===== src/rtl/counter_game_pkg.sv =====
// Shared types and the counter step model for the multimode counter game.
package counter_game_pkg;

  typedef enum logic [2:0] {IDLE, LOAD, ARB, PLAY, SCORE, GAMEOVER} state_t;

  typedef enum logic [1:0] {INC1, INC2, DEC1, DEC2} mode_t;

  // Callers truncate the 32-bit result to the counter width, which gives the mod 2^N wrap.
  function automatic logic [31:0] step(input logic [31:0] shadow, input mode_t m);
    case (m)
      INC1:    step = shadow + 32'd1;
      INC2:    step = shadow + 32'd2;
      DEC1:    step = shadow - 32'd1;
      DEC2:    step = shadow - 32'd2;
      default: step = shadow;
    endcase
  endfunction

endpackage


===== src/rtl/rr_arbiter.sv =====
// Combinational round-robin arbiter: first requester at or after ptr, wrapping.
module rr_arbiter #(
  parameter int P  = 4,
  parameter int IW = $clog2(P)
) (
  input  logic [P-1:0]  req,
  input  logic [IW-1:0] ptr,
  output logic [P-1:0]  gnt,
  output logic [IW-1:0] idx
);

  // Scan from ptr; the first hit wins.
  always_comb begin
    logic [IW-1:0] j_s;
    logic          found_s;
    gnt     = '0;
    idx     = '0;
    found_s = 1'b0;
    j_s     = '0;
    for (int k = 0; k < P; k++) begin
      j_s = IW'((int'(ptr) + k) % P);
      if (!found_s && req[j_s]) begin
        gnt[j_s] = 1'b1;
        idx      = j_s;
        found_s  = 1'b1;
      end else begin
        found_s = found_s;
      end
    end
  end

endmodule


===== src/rtl/counter_game_scheduler.sv =====
// Turn scheduler sharing one external counter between P players; shadows the
// count, scores winner/loser events and declares a champion.
module counter_game_scheduler
  import counter_game_pkg::*;
#(
  parameter int N          = 4,
  parameter int P          = 4,
  parameter int TURN_CYC   = 4,
  parameter int WIN_TARGET = 3,
  parameter int SW         = $clog2(WIN_TARGET + 1),
  parameter int IW         = $clog2(P)
) (
  input  logic            clk,
  input  logic            rst,
  input  logic            start,
  input  logic [N-1:0]    seed,
  input  logic [P-1:0]    req,
  input  logic [2*P-1:0]  mode,
  output logic [P-1:0]    grant,
  output logic            ctr_init,
  output logic            ctr_rst,
  output logic [N-1:0]    ctr_init_val,
  output logic [1:0]      ctr_control,
  input  logic            ctr_winner,
  input  logic            ctr_loser,
  output logic [SW*P-1:0] score,
  output logic            busy,
  output logic            game_over,
  output logic [IW-1:0]   champion,
  output logic            mismatch
);

  localparam int TW = $clog2(TURN_CYC) + 1;

  state_t        state_r, state_nxt_s;
  logic [N-1:0]  seed_q_r, shadow_r, shadow_nxt_s;
  logic [IW-1:0] ptr_r, gidx_r, gidx_inc_s, arb_idx_s, champion_r;
  logic [P-1:0]  arb_gnt_s, grant_r;
  logic [TW-1:0] turn_cnt_r;
  logic [SW*P-1:0] score_r;
  logic [SW-1:0] cur_score_s, new_score_s;
  logic          exp_win_r, exp_lose_r, mismatch_r;
  logic          g_req_s, event_s, turn_last_s;
  mode_t         g_mode_s;

  rr_arbiter #(.P(P), .IW(IW)) u_arb (
    .req (req),
    .ptr (ptr_r),
    .gnt (arb_gnt_s),
    .idx (arb_idx_s)
  );

  // Granted player's live inputs, its score, and the predicted counter step.
  always_comb begin
    g_mode_s    = INC1;
    cur_score_s = '0;
    for (int i = 0; i < P; i++) begin
      if (gidx_r == IW'(i)) begin
        g_mode_s    = mode_t'(mode[2*i +: 2]);
        cur_score_s = score_r[SW*i +: SW];
      end else begin
        g_mode_s    = g_mode_s;
      end
    end
    g_req_s      = req[gidx_r];
    shadow_nxt_s = N'(step(32'(shadow_r), g_mode_s));
    event_s      = (shadow_nxt_s == '1) || (shadow_nxt_s == '0);
    turn_last_s  = (turn_cnt_r == TW'(TURN_CYC - 1));
    gidx_inc_s   = (gidx_r == IW'(P - 1)) ? '0 : gidx_r + IW'(1);
    if (exp_win_r) begin
      new_score_s = cur_score_s + SW'(1);
    end else if (exp_lose_r && (cur_score_s != '0)) begin
      new_score_s = cur_score_s - SW'(1);
    end else begin
      new_score_s = cur_score_s;
    end
  end

  // State register.
  always_ff @(posedge clk or posedge rst) begin
    if (rst) state_r <= IDLE;
    else     state_r <= state_nxt_s;
  end

  // Next state and counter pins; non-PLAY busy cycles reload the counter so it cannot drift.
  always_comb begin
    state_nxt_s  = state_r;
    ctr_init     = 1'b0;
    ctr_rst      = 1'b0;
    ctr_init_val = '0;
    ctr_control  = 2'b00;
    case (state_r)
      IDLE, GAMEOVER: begin
        if (start) state_nxt_s = LOAD;
        else       state_nxt_s = state_r;
      end
      LOAD: begin
        ctr_init     = 1'b1;
        ctr_rst      = 1'b1;
        ctr_init_val = seed_q_r;
        state_nxt_s  = ARB;
      end
      ARB: begin
        ctr_init     = 1'b1;
        ctr_rst      = 1'b1;
        ctr_init_val = shadow_r;
        if (|req) state_nxt_s = PLAY;
        else      state_nxt_s = ARB;
      end
      PLAY: begin
        ctr_init_val = shadow_r;
        if (!g_req_s) begin
          ctr_init    = 1'b1;
          ctr_rst     = 1'b1;
          state_nxt_s = ARB;
        end else begin
          ctr_control = g_mode_s;
          if (event_s)          state_nxt_s = SCORE;
          else if (turn_last_s) state_nxt_s = ARB;
          else                  state_nxt_s = PLAY;
        end
      end
      SCORE: begin
        ctr_init     = 1'b1;
        ctr_rst      = 1'b1;
        ctr_init_val = seed_q_r;
        if (new_score_s == SW'(WIN_TARGET)) state_nxt_s = GAMEOVER;
        else                                state_nxt_s = ARB;
      end
      default: state_nxt_s = IDLE;
    endcase
  end

  // Game datapath: seed, shadow, grant/turn bookkeeping, scoring.
  always_ff @(posedge clk or posedge rst) begin
    if (rst) begin
      seed_q_r   <= '0;
      shadow_r   <= '0;
      ptr_r      <= '0;
      gidx_r     <= '0;
      grant_r    <= '0;
      turn_cnt_r <= '0;
      score_r    <= '0;
      exp_win_r  <= 1'b0;
      exp_lose_r <= 1'b0;
      mismatch_r <= 1'b0;
      champion_r <= '0;
    end else begin
      case (state_r)
        IDLE, GAMEOVER: begin
          if (start) begin
            seed_q_r   <= seed;
            shadow_r   <= seed;
            score_r    <= '0;
            mismatch_r <= 1'b0;
            champion_r <= '0;
          end
        end
        ARB: begin
          if (|req) begin
            grant_r    <= arb_gnt_s;
            gidx_r     <= arb_idx_s;
            turn_cnt_r <= '0;
          end
        end
        PLAY: begin
          if (!g_req_s) begin
            grant_r <= '0;
            ptr_r   <= gidx_inc_s;
          end else begin
            shadow_r   <= shadow_nxt_s;
            turn_cnt_r <= turn_cnt_r + TW'(1);
            exp_win_r  <= (shadow_nxt_s == '1);
            exp_lose_r <= (shadow_nxt_s == '0);
            if (event_s || turn_last_s) begin
              grant_r <= '0;
              ptr_r   <= gidx_inc_s;
            end
          end
        end
        SCORE: begin
          if ((ctr_winner != exp_win_r) || (ctr_loser != exp_lose_r)) mismatch_r <= 1'b1;
          for (int i = 0; i < P; i++) begin
            if (gidx_r == IW'(i)) score_r[SW*i +: SW] <= new_score_s;
          end
          shadow_r <= seed_q_r;
          if (new_score_s == SW'(WIN_TARGET)) champion_r <= gidx_r;
        end
        default: begin
        end
      endcase
    end
  end

  assign grant     = grant_r;
  assign score     = score_r;
  assign mismatch  = mismatch_r;
  assign champion  = champion_r;
  assign game_over = (state_r == GAMEOVER);
  assign busy      = (state_r != IDLE) && (state_r != GAMEOVER);

endmodule

===== config.mk =====
export PLATFORM = sky130hd
export DESIGN_NAME = counter_game_scheduler
export DESIGN_NICKNAME = d
export VERILOG_FILES = /design/src/rtl/counter_game_pkg.sv /design/src/rtl/rr_arbiter.sv /design/src/rtl/counter_game_scheduler.sv
export SDC_FILE = /design/constraint.sdc
export NUM_CORES = 1
export LEC_CHECK = 0
export CORE_ASPECT_RATIO = 1.1
export CORE_MARGIN = 3
export CORE_UTILIZATION = 54
export CTS_CLUSTER_DIAMETER = 60
export DETAILED_ROUTE_END_ITERATION = 8
export PLACE_DENSITY = 0.92
export SYNTH_ARGS = -nofsm -noshare
export SYNTH_HDL_FRONTEND = slang
export SYNTH_SLANG_ARGS = --single-unit
export TNS_END_PERCENT = 10

===== constraint.sdc =====
create_clock -name clk -period 4 [get_ports clk]
set_clock_uncertainty 0.2 [all_clocks]
set_input_delay 0.4 -clock clk [delete_from_list [all_inputs] [get_ports clk]]
set_output_delay 0.4 -clock clk [all_outputs]
set_load 0.01 [all_outputs]

# After elaboration in Yosys (flattened, before gate mapping)
# Cells that the tools add are included.
[totals] romBits=0 in_bits=21 ramBits=0 latch_bits=0 n_memories=0 register_bits=35
[op_classes] reduce_logical=42 n_lt_le_gt_ge=9 n_bitwise=3 n_addsub=11 div_mod_pow=0 n_eq_ne=28 muxes=77 n_shift=0 mul=0
[op_table] op="two-way mux 2 bit" n=25
[op_table] op="two-way mux 4 bit" n=9
[op_table] op="AND reduction 3 bit" n=9
[op_table] op="two-way mux 3 bit" n=6
[op_table] op="!= test 2 bit (second input constant)" n=9
[op_table] op="two-way mux 1 bit" n=17
[op_table] op="one-hot mux 4 bit (2 select lines)" n=2
[op_table] op="one-hot mux 4 bit (4 select lines)" n=1
[op_table] op="one-hot mux 8 bit (2 select lines)" n=1
[op_table] op="< comparator 2 x 3 -> 1 bit (second input constant)" n=5
[op_table] op="one-hot mux 3 bit (5 select lines)" n=1
[op_table] op="bitwise OR 4 bit" n=3
[op_table] op="one-hot mux 4 bit (3 select lines)" n=1
[op_table] op="binary-select mux 1 bit (select 2 bit)" n=5
[op_table] op="equality test 2 bit (second input constant)" n=5
[op_table] op="equality test 3 x 2 -> 1 bit (second input constant)" n=3
[op_table] op="logical AND 1 bit" n=9
[op_table] op="demux 1 bit (select 2 bit)" n=4
[op_table] op="greater-or-equal comparator 2 x 1 -> 1 bit (second input constant)" n=4
[op_table] op="two-way mux 8 bit" n=1
[op_table] op="AND reduction 2 bit" n=4
[op_table] op="adder 2 x 1 -> 2 bit (second input constant)" n=3
[op_table] op="equality test 3 bit (second input constant)" n=2
[op_table] op="!= test 3 bit (second input constant)" n=2
[op_table] op="other kinds (25)" n=39

# Longest topological paths before layout
[depth] ltp_word=14 mapped_depth=15

# Hierarchy
# Synthesis repeated with hierarchy kept, for this count alone.
[hier_totals] hier_cells=320 hier_area_um2=2845.2
[modules_own_cells] mod="counter_game_scheduler" area_each_um2=2426.1 instances=1 cells_per_inst=274
[modules_own_cells] mod="rr_arbiter" area_each_um2=419.2 instances=1 cells_per_inst=46

# Worst setup path before layout
# Ideal clock, no wire load.
[synth_path] path_kind="register to register" startpoint="register gidx_r[0]" endpoint="register ptr_r[1]" synth_period_minus_slack_ns=3.397 required_ns=3.675 setup_time_ns=0.125 arrival_ns=3.072 n_path_buf=1 setup_slack_ns=0.603 stages_incl_launch_ff=14 cell_sequence="dfrtp_1 > inv_1 > ha_1 > buf_4 > a211oi_2 > a211oi_4 > and3_1 > fa_1 > xnor2_1 > nand2_1 > o21ai_2 > xor2_2 > mux2i_4 > mux2_4"
[synth_between] elab_chain_cells=12
[synth_lines] item="start, declared" line_no="counter_game_scheduler.sv:37" text="logic [IW-1:0] ptr_r, gidx_r, gidx_inc_s, arb_idx_s, champion_r;"
[synth_lines] item="start signal, assigned" line_no="counter_game_scheduler.sv:162" text="gidx_r <= arb_idx_s;"
[synth_lines] item="zero test 2 bit" line_no="counter_game_scheduler.sv:58" text="if (gidx_r == IW'(i)) begin"
[synth_lines] item="two-way mux 2 bit (4 in a row)" line_no="counter_game_scheduler.sv:58"
[synth_lines] item="equality test 2 bit (tied with other cells)" line_no="counter_game_pkg.sv:10" text="case (m)"
[synth_lines] item="one-hot mux 4 bit (4 select lines)" line_no="counter_game_pkg.sv:10"
[synth_lines] item="equality test 4 bit / zero test 4 bit (equally long branches)" line_no="counter_game_scheduler.sv:67" text="event_s = (shadow_nxt_s == '1) || (shadow_nxt_s == '0);"
[synth_lines] item="logical OR 1 bit" line_no="counter_game_scheduler.sv:67"
[synth_lines] item="logical OR 1 bit" line_no="counter_game_scheduler.sv:175" text="if (event_s || turn_last_s) begin"
[synth_lines] item="!= test 2 x 1 -> 1 bit (no source line)"
[synth_lines] item="AND reduction 2 bit (no source line)"
[synth_lines] item="end signal, assigned" line_no="counter_game_scheduler.sv:169" text="ptr_r <= gidx_inc_s;"
[synth_lines] item="end signal, assigned" line_no="counter_game_scheduler.sv:177" text="ptr_r <= gidx_inc_s;"
[synth_lines] item="end, declared" line_no="counter_game_scheduler.sv:37"
# Parallel ways exist; a longest one is shown, timed or not. The select of a mux whose other input is x is not followed.
# A chain may end at the register's enable or synchronous reset.

# Final worst setup path
[layout_path] startpoint="register gidx_r[0]" endpoint="register ptr_r[0]"
# The elaborated chain is that of the path after synthesis.

==> summary.md <==
| Metric | Value |
|---|---|
| DRC violations left | `0` |
| Share of layout cells above drive strength 1 | `0.112` |
| Area added between synthesis and finish | `22.7%` |
| Setup TNS | `0 ns` |
| Post-CTS Setup Bufs | `0` |
| Floorplan core area | `about 0.0047 mm^2` |
| Arrival time at the worst endpoint | `3.86 ns` |
| Worst hold-check path type | `reg -> reg` |
| Total leakage power | `1.39 nW` |
| Initial detailed-routing violation count | `about 220` |
| Number of fillers in the final layout | `around 370` |
| Syn Inst Count | `slightly above 300` |
| ANT cells | `0` |
| Detailed-route via count | `~2,600` |
| Final worst path period share | `0.972` |
| Die X-Extent | `73.3 um` |
| Critical path data required time | `around 4 ns` |
| Flip-flop and latch count after synthesis | `35` |
| Power density cells | `between 900 and 1000 mW/mm^2` |
| CTS Root Cell | `sky130_fd_sc_hd__clkbuf_8` |
| Die Ht | `roughly 80 um` |
| Placed cell area | `~0.0032 mm^2` |
| CTS tree | `done` |
| Share of flip-flops with an asynchronous set or reset | `1.00` |
| Number of placement rows | `26` |
| Clock sink total | `35` |
| Post-Place Setup Slack | `around 0.26 ns` |
| Minimum setup slack in the final design | `between 0.1 and 0.15 ns` |
| Internal power | `roughly 0.0016 W` |
| Global routing usage summed across all routing layers | `0.246` |
| Later-pin clock latency in the skew report | `about 0.29 ns` |
| Achievable Freq | `approximately 260 MHz` |
| Critical path fanouts, max | `7` |
| Sequential cell area | `876 um^2` |
| Slew of the pin with the lowest slew margin | `approximately 0.74 ns` |
| Largest net degree at the start of global routing | `21` |
| Final setup violating endpoints | `0` |
| Most instantiated flip-flop cell in the synthesis netlist | `sky130_fd_sc_hd__dfrtp_1` |
| Rel. slew slack | `0.503` |
| PortBufs | `45` |
| Crit. End Element | `flip-flop` |
| Total nets after synthesis | `between 300 and 400` |
| Post-detailed-route count of antenna-violating nets | `0` |
| Fraction of power consumed by sequential logic | `0.216` |
| Detailed placer's ending HPWL | `4.97 mm` |
| Clock slew at reported path FFs | `0.07 ns` |
| Total length of routed wires | `~7.0 mm` |
| Worst hold margin | `0.302 ns` |
| Distinct cells, synth | `56` |
| Initial Util | `0.571` |
| Critical path launch point type | `flip-flop` |
| Overflow left after global routing | `0` |
| Per-cell via count in the routed design | `6.33` |
| Post-Layout Inst Area | `between 0.003 and 0.004 mm^2` |
| Post-synthesis sequential area ratio | `0.325` |
| Iteration count of the initial detailed-routing pass | `5` |
| Net count, final | `just under 400` |
| Power spent charging and discharging nets | `0.00145 W` |
| Status | `completed` |
| First-pass GRT wire length | `around 11 mm` |
| Switching portion of total power | `0.469` |
| Count of final hold-check violations | `0` |
| Total standard cell area after synthesis | `roughly 0.0027 mm^2` |
| Slew Viols, Final | `0` |
| Die ar. | `0.00587 mm^2` |
| Initial antenna violation count | `0` |
| CTS hold repair buffers | `0` |
| Category of the most critical setup path | `reg -> reg` |
| Max H-tree Level | `2` |
| Post-route minimum period | `3.89 ns` |
| Number of enable flip-flop cells after synthesis | `0` |
| IR Drop Worst-Case VDD | `a little under 600 uV` |
| Synthesized area per cell | `8.83 um^2` |
| Vias in the first global route | `~2,400` |
| Global placer's final weighted congestion | `between 0.8 and 0.9` |
| Synthesis Warnings | `0` |
| Relative contribution of combinational cells to total power | `0.685` |
| MaxCap Viol Count | `0` |
| Number of clock buffers inserted by TritonCTS | `5` |
| Boundary pin count | `46` |
| Clk network pwr share | `0.100` |
| Maximum clock insertion buffer count | `2` |
| Multi-input combinational cell area | `~0.0017 mm^2` |
| Post-DR wirelength/cell | `between 15 and 20 um` |
## power by group through the flow
stage | combinational (W) | clock, W | sequential, W
4_1_cts | 0.00206 | 0.000310 | 0.000661
5_1_grt | 0.00232 | 0.000330 | 0.000685
3_3_place_gp | 0.00197 | 0 | 0.000657
2_1_floorplan | 0.00158 | 0 | 0.000595
6_report | 0.00212 | 0.000308 | 0.000667
3_5_place_dp | 0.00203 | 0 | 0.000665
## worst max-delay path, cell delays in order, from the launching register on
cell and delay [ns]:
sky130_fd_sc_hd__dfrtp_1 0.46, sky130_fd_sc_hd__inv_1 0.14, sky130_fd_sc_hd__ha_1 0.31, sky130_fd_sc_hd__nor3b_1 0.42
sky130_fd_sc_hd__a211oi_4 0.13, sky130_fd_sc_hd__and3_1 0.22, sky130_fd_sc_hd__fa_1 0.39, sky130_fd_sc_hd__xnor2_1 0.24
sky130_fd_sc_hd__nand2_1 0.10, sky130_fd_sc_hd__o21ai_2 0.10, sky130_fd_sc_hd__xor2_2 0.34, sky130_fd_sc_hd__mux2i_4 0.39
sky130_fd_sc_hd__mux2_4 0.32
## state kept, by name, indices dropped and copies added, names as in the netlist
signal / cells
exp_lose_r: 1
exp_win_r: 1
score: 8
gidx_r: 2
grant: 4
ptr_r: 2
seed_q_r: 4
champion: 2
state_r: 3
mismatch: 1
turn_cnt_r: 3
shadow_r: 4
## synth_stat cells (all sizes together) (2+ instances only)
cell	number	share of area
dfrtp	35	0.33
o21ai	33	0.064
nand2	32	0.045
nor2	30	0.045
a21oi	18	0.033
ha	15	0.070
inv	15	0.021
a22oi	14	0.039
a22o	11	0.036
clkbuf	11	0.015
mux2	9	0.040
mux2i	7	0.031
xnor2	7	0.023
a211oi	6	0.023
nor2b	6	0.014
and2	5	0.012
nand3	5	0.0093
buf	4	0.012
nand2b	4	0.0093
o211ai	4	0.011
and3	3	0.0070
o21a	3	0.0084
a221oi	2	0.0065
a32o	2	0.0074
mux4	2	0.017
nor3	2	0.0037
or3	2	0.0046
xor2	2	0.0093
## logic make-up after synthesis
logic type / count (synthesis) / synth area share
AO/OA/AOI/OAI: 103 / 0.263
XOR/XNOR: 9 / 0.0321
adder cells (fa/ha/maj): 16 / 0.0771
buffers and inverters: 30 / 0.0479
flip-flops: 35 / 0.325
multiplexers: 18 / 0.0878
AND/OR/NAND/NOR: 94 / 0.167
## final timing paths
path	from	to	slack, ns	depth (start not counted)
max	gidx_r[0]	ptr_r[0]	0.11	12
max in group asynchronous	rst	gidx_r[1]	2.55	3
min	mismatch	mismatch	0.30	2
min in group asynchronous	rst	state_r[1]	0.34	2
max reg2reg	gidx_r[0]	ptr_r[0]	0.11	12
min reg2reg	mismatch	mismatch	0.30	2
## placed cells by master (no fill, tap or decap), types with 3 or more instances in the layout
cell type	count
sky130_fd_sc_hd__nor2_1	29
sky130_fd_sc_hd__ha_1	13
sky130_fd_sc_hd__o21ai_1	7
sky130_fd_sc_hd__a22o_1	11
sky130_fd_sc_hd__o21ai_0	24
sky130_fd_sc_hd__mux2_2	7
sky130_fd_sc_hd__and2_1	4
sky130_fd_sc_hd__nor2b_1	6
sky130_fd_sc_hd__inv_1	14
sky130_fd_sc_hd__nand3_1	5
sky130_fd_sc_hd__o211ai_1	4
sky130_fd_sc_hd__o21a_1	3
sky130_fd_sc_hd__a211oi_1	4
sky130_fd_sc_hd__dfrtp_1	35
sky130_fd_sc_hd__and3_1	3
sky130_fd_sc_hd__a21oi_1	18
sky130_fd_sc_hd__nand2_1	31
sky130_fd_sc_hd__nand2b_1	4
sky130_fd_sc_hd__clkbuf_8	5
sky130_fd_sc_hd__clkdlybuf4s50_1	45
sky130_fd_sc_hd__buf_4	6
sky130_fd_sc_hd__xnor2_1	6
sky130_fd_sc_hd__a22oi_1	14
sky130_fd_sc_hd__mux2i_1	6
## through the flow
stage | total power (W) | util | std cells
CTS | 0.00303 | 0.697 | 404
global placement | 0.00263 | 0.675 | 397
global route | 0.00333 | 0.700 | 404
detailed placement | 0.00270 | 0.675 | 397
floorplan | 0.00218 | - | 305
finish | 0.00310 | 0.700 | 404
## final cells by class
cell class	instances	share of cell area
clock inverter	1	0.00909
sequential	35	0.265
inverter	15	0.0170
timing repair buffer	51	0.150
tap	56	0.0212
multi-input combinational	240	0.516
clock buffer	6	0.0220
## per-layer routing
layer	track usage	up-vias	wire, um
met5	0	-	0
met4	0.0888	0	140
met3	0.0451	20	501
met2	0.404	112	3570
met1	0.320	1233	2840
li1	-	1191	-
## timing repair
item	in CTS	in global routing
setup endpoints to repair	0	2
resized for setup	0	4
endpoints found under the hold margin	0	0
No activity file was read; power rests on OpenSTA's default activity.
